[src/rtl/hazard_control_unit.sv]
// Load-use / branch / memory-busy hazard controller for the 5-stage MIPS pipeline.
// Optional stall/flush performance counters are enabled by defining HAZARD_PERF_CNT_EN.
module hazard_control_unit #(
  parameter int REG_ADDR_W      = 5,
  parameter int LOAD_USE_CYCLES = 1,
  parameter int CNT_W           = 2
) (
  input  logic                  i_clk,
  input  logic                  i_rst,
  input  logic                  i_ID_EX_MemRead,
  input  logic [REG_ADDR_W-1:0] i_ID_EX_RtAddr,
  input  logic [REG_ADDR_W-1:0] i_IF_ID_RsAddr,
  input  logic [REG_ADDR_W-1:0] i_IF_ID_RtAddr,
  input  logic                  i_IF_ID_UsesRt,
  input  logic                  i_BranchTaken,
  input  logic                  i_MemBusy,
  output logic                  o_PCWrite,
  output logic                  o_IF_ID_Write,
  output logic                  o_Stall,
  output logic                  o_Flush_IF_ID,
  output logic                  o_Flush_ID_EX,
  output logic                  o_Freeze,
  output logic [31:0]           o_StallCount,
  output logic [31:0]           o_FlushCount
);

  typedef enum logic {ST_IDLE = 1'b0, ST_STALL = 1'b1} state_t;

  // Bubbles still owed after the detect cycle, minus one (STALL exits when cnt hits 0).
  localparam logic [CNT_W-1:0] LP_CNT_INIT =
    (LOAD_USE_CYCLES > 1) ? CNT_W'(LOAD_USE_CYCLES - 2) : {CNT_W{1'b0}};

  state_t           r_state;
  logic [CNT_W-1:0] r_cnt;

  logic w_hit;
  logic w_pc_write;
  logic w_if_id_write;
  logic w_stall;
  logic w_flush;
  logic w_freeze;

  // Load-use hazard detect; writes to $0 never create a dependency.
  always_comb begin
    w_hit = 1'b0;
    if (i_ID_EX_MemRead && (i_ID_EX_RtAddr != {REG_ADDR_W{1'b0}})) begin
      w_hit = (i_ID_EX_RtAddr == i_IF_ID_RsAddr) ||
              (i_IF_ID_UsesRt && (i_ID_EX_RtAddr == i_IF_ID_RtAddr));
    end else begin
      w_hit = 1'b0;
    end
  end

  // Output decode: reset, then memory busy, then branch, then load-use stall.
  always_comb begin
    w_pc_write    = 1'b1;
    w_if_id_write = 1'b1;
    w_stall       = 1'b0;
    w_flush       = 1'b0;
    w_freeze      = 1'b0;
    if (i_rst) begin
      w_pc_write    = 1'b1;
      w_if_id_write = 1'b1;
    end else if (i_MemBusy) begin
      w_freeze      = 1'b1;
      w_pc_write    = 1'b0;
      w_if_id_write = 1'b0;
    end else if (i_BranchTaken) begin
      w_flush       = 1'b1;
    end else if ((r_state == ST_STALL) || w_hit) begin
      w_stall       = 1'b1;
      w_pc_write    = 1'b0;
      w_if_id_write = 1'b0;
    end else begin
      w_stall       = 1'b0;
    end
  end

  // Stall FSM and bubble counter; everything holds while memory is busy.
  always_ff @(posedge i_clk or posedge i_rst) begin
    if (i_rst) begin
      r_state <= ST_IDLE;
      r_cnt   <= {CNT_W{1'b0}};
    end else if (i_MemBusy) begin
      r_state <= r_state;
      r_cnt   <= r_cnt;
    end else if (i_BranchTaken) begin
      r_state <= ST_IDLE;
      r_cnt   <= {CNT_W{1'b0}};
    end else begin
      case (r_state)
        ST_IDLE: begin
          if (w_hit && (LOAD_USE_CYCLES > 1)) begin
            r_state <= ST_STALL;
            r_cnt   <= LP_CNT_INIT;
          end else begin
            r_state <= ST_IDLE;
          end
        end
        ST_STALL: begin
          if (r_cnt == {CNT_W{1'b0}}) begin
            r_state <= ST_IDLE;
          end else begin
            r_cnt <= r_cnt - {{(CNT_W-1){1'b0}}, 1'b1};
          end
        end
        default: begin
          r_state <= ST_IDLE;
          r_cnt   <= {CNT_W{1'b0}};
        end
      endcase
    end
  end

`ifdef HAZARD_PERF_CNT_EN
  logic [31:0] r_stall_count;
  logic [31:0] r_flush_count;

  // Performance counters; stall/flush are already suppressed while frozen.
  always_ff @(posedge i_clk or posedge i_rst) begin
    if (i_rst) begin
      r_stall_count <= 32'd0;
      r_flush_count <= 32'd0;
    end else begin
      if (w_stall) begin
        r_stall_count <= r_stall_count + 32'd1;
      end
      if (w_flush) begin
        r_flush_count <= r_flush_count + 32'd1;
      end
    end
  end

  assign o_StallCount = r_stall_count;
  assign o_FlushCount = r_flush_count;
`else
  assign o_StallCount = 32'd0;
  assign o_FlushCount = 32'd0;
`endif

  assign o_PCWrite     = w_pc_write;
  assign o_IF_ID_Write = w_if_id_write;
  assign o_Stall       = w_stall;
  assign o_Flush_IF_ID = w_flush;
  assign o_Flush_ID_EX = w_flush;
  assign o_Freeze      = w_freeze;

endmodule
[config.mk]
export PLATFORM = sky130hd
export DESIGN_NAME = hazard_control_unit
export DESIGN_NICKNAME = d
export VERILOG_FILES = /design/src/rtl/hazard_control_unit.sv
export SDC_FILE = /design/constraint.sdc
export NUM_CORES = 1
export LEC_CHECK = 0
export CORE_MARGIN = 4
export CORE_UTILIZATION = 25
export DETAILED_ROUTE_END_ITERATION = 12
export PLACE_DENSITY = 0.76
export REMOVE_ABC_BUFFERS = 1
export SLEW_MARGIN = 20
export SYNTH_ARGS = -nofsm -noshare
export SYNTH_HDL_FRONTEND = slang
export SYNTH_SLANG_ARGS = --single-unit
[constraint.sdc]
create_clock -name i_clk -period 1.8 [get_ports i_clk]
set_input_delay 0.36 -clock i_clk [delete_from_list [all_inputs] [get_ports i_clk]]
set_output_delay 0.36 -clock i_clk [all_outputs]
set_load 0.1 [all_outputs]
==> metrics.md, run 1 <==
| Metric | Value |
|---|---|
| Outcome | `finished with violations` |
| Violations in the final reports | `negative setup slack` |
| Post-layout minimum cycle time | `2.081 ns` |
| IO Pins | `91` |
| Die Wd | `65.65 um` |
| Met3 wire length | `241 um` |
| Post-Synthesis Cells | `112` |
| # setup viols final | `3` |
| Final Cycle Share | `115.6%` |
| Leakage power | `0.0005391 uW` |
| Mapped Avg Cell Area | `7.418 um^2` |
| Root Buffer | `clkbuf_4` |
| Max-Cap Viols | `0` |
| Post-CTS Setup Inserts | `0` |
| Final Hold Violating Endpoints | `0` |
| #FFs+latches synth | `3` |
| Antenna violations before repair | `0` |
| Type of origin of the critical path | `input port` |
| Max layer used | `met4` |
| Pwr Total | `941.6 uW` |
| Hold Slack | `0.2093 ns` |
| Placed Instances | `187` |
| Vias/cell | `3.246` |
| Synth unique cells | `19` |
| Metal2 WL | `774 um` |
| R2R depth | `6` |
| First DRT Iteration DRCs | `14` |
| Nets | `170` |
| Reg clk slew, reported paths | `0.04 ns` |
| Power density over the cells | `899.1 mW/mm^2` |
| Final WL | `1507 um` |
| Critical path endpoint category | `primary output` |
| Area of the die | `0.004309 mm^2` |
| CTS Buf Count | `3` |
| Core ar. | `0.003128 mm^2` |
| Met1 Wirelength | `453 um` |
| Clock Skew | `0.001742 ns` |
| PortBufs | `26` |
| Net Sw Frac | `74.83%` |
| Initial core utilization | `26.56%` |
| Pin count of the biggest net entering global routing | `7` |
| Fmax | `0.4805 GHz` |
| Synth-to-layout area growth | `26.05%` |
| Cts hold-fix bufs | `0` |
| CTS Sinks | `3` |
| Async SR Flop Fraction | `100.0%` |
| Critical path arrival | `1.72 ns` |
| Number of synthesized flops with an enable pin | `0` |
| Later-pin clock latency in the skew report | `0.24 ns` |
| Sw Pwr | `704.6 uW` |
| Final WS setup | `-0.2810 ns` |
| Kind of critical path | `in -> out` |
| DR vias | `620` |
| Cell area after synthesis | `830.8 um^2` |
| First-pass GRT wire length | `1980 um` |
| Layout cells sized above 1 | `19.73%` |
| Comb pwr share | `79.9%` |
| Antenna viol nets, final | `0` |
| Wire per inst | `7.890 um` |
| Final core occ | `33.48%` |
| H-Tree Level Count | `1` |
| Post-route insts no fill | `191` |
| CTS tree | `done` |
| DRC | `0` |
| FP Rows | `20` |
| Max clock buf depth | `2` |
| Max-slew violation count | `0` |
| Syn. warnings | `0` |
| DP HPWL | `1436 um` |
| WP data required | `1.44 ns` |
| DR pass1 iterations | `2` |
| RSZ-0062 raised after global routing | `true` |
| Sequential area share after synthesis | `9.036%` |
| Sequential share of power | `7.2%` |
| TNS Setup | `-0.7348 ns` |
| Hold crit path type | `in -> async` |
| Total GRT Usage | `6.206%` |
| Worst VDD drop | `0.3617 mV` |
| Clock power frac | `12.9%` |
| Most common flop cell mapped by yosys | `dfrtp_1` |
| Diode count | `0` |
| Vias in the first global route | `506` |
| CP Max Fanout | `2` |
| Grt total ovfl | `0` |
| Gpl congestion | `0.7636` |
| Die Span Y | `65.65 um` |
| Internal Power | `237.0 uW` |
==> worst max-delay path, cell delays in order <==
cell	delay, ns
buf_6	0.09
or4_4	0.54
o21ai_4	0.15
nor3_2	0.06
a211oi_2	0.18
buf_4	0.16
buf_12	0.17
==> sequential cells by signal, summed over array words and instances (netlist names) <==
| register | flops |
|---|---|
| r_cnt | 2 |
| r_state | 1 |
==> cells in the mapped netlist (2+ instances only) <==
| cell type | instances | area share [%] |
|---|---|---|
| nor2_1 | 6 | 2.7 |
| xnor2_1 | 10 | 11 |
| o21ai_0 | 3 | 1.8 |
| buf_4 | 66 | 60 |
| nand2_1 | 6 | 2.7 |
| inv_1 | 5 | 2.3 |
| nor3_1 | 2 | 1.2 |
| dfrtp_1 | 3 | 9.0 |
==> power groups by stage <==
stage / sequential (uW) / clock [uW] / combinational (uW)
after floorplan: 68.7 / 0 / 652
after global placement: 68.7 / 0 / 749
after detailed placement: 68.7 / 0 / 751
after CTS: 67.8 / 129 / 750
after global routing: 67.7 / 131 / 770
final: 67.8 / 122 / 752
==> placed cells by master, fill, tap and decap left out, drive strengths merged <==
master,count
dlymetal6s2s,1
dfrtp,3
dlygate4sd2,6
nand3,1
o2bb2ai,1
nor2b,1
ha,1
buf,17
o22ai,1
nand4,1
conb,64
and3,1
o21ai,4
nand2,6
clkdlybuf4s50,9
or4,1
inv,5
a211oi,1
nor3,2
clkbuf,5
xnor2,10
nor2,6
==> final timing paths <==
path,from,endpoint,slack (ns)
setup / recovery,i_ID_EX_RtAddr[3],o_PCWrite,-0.28
hold / removal,i_rst,r_state$_DFFE_PP0N_,0.21
setup reg to reg,r_cnt[0]$_DFFE_PP0P_,r_cnt[0]$_DFFE_PP0P_,0.65
hold reg to reg,r_cnt[1]$_DFFE_PP0P_,r_cnt[1]$_DFFE_PP0P_,0.49
max in group asynchronous,i_rst,r_cnt[1]$_DFFE_PP0P_,1.50
min in group i_clk,r_cnt[1]$_DFFE_PP0P_,r_cnt[1]$_DFFE_PP0P_,0.49
==> cells by family after synthesis <==
group,synth area share (%)
buffers and inverters,61.90
other,0.4514
AOI/OAI and AO/OA,6.175
and+or+nand+nor,10.39
DFF,9.036
xor gates and xnor gates,10.54
adders and majority gates,1.506
==> stage by stage <==
stage	setup slack, ns	area, um^2
2_1_floorplan	-2.090	571.8
3_3_place_gp	-0.6790	1007
3_5_place_dp	-0.6829	1007
4_1_cts	-0.3170	1047
5_1_grt	-0.3526	1047
6_report	-0.2810	1047
==> final cells by class <==
cell class              count  area, um^2
fillers                   344        2081
multi-input cells         101       510.5
repair buffers             34       361.6
flip-flops and latches      3       75.07
well taps                  44       55.05
clock buffers               4       26.28
inverters                   5       18.77
==> what timing repair did <==
item	4_1_cts	5_1_grt
endpoints found under the setup margin	5	6
pin swaps	11	2
resized for setup	27	3
==> per-layer routing <==
metal | vias up | track usage (%)
li1 | 291 | -
met1 | 267 | 5.930
met2 | 58 | 10.89
met3 | 4 | 1.538
met4 | 0 | 5.440
met5 | - | 0
Power figures use the tool's default switching activity.
==> inputs of run 2 (changes only) <==
Settings changed: HOLD_SLACK_MARGIN set to 0.1.
==> results of run 2 <==
The final DEF is identical to that of run 1; final timing and power are the same.
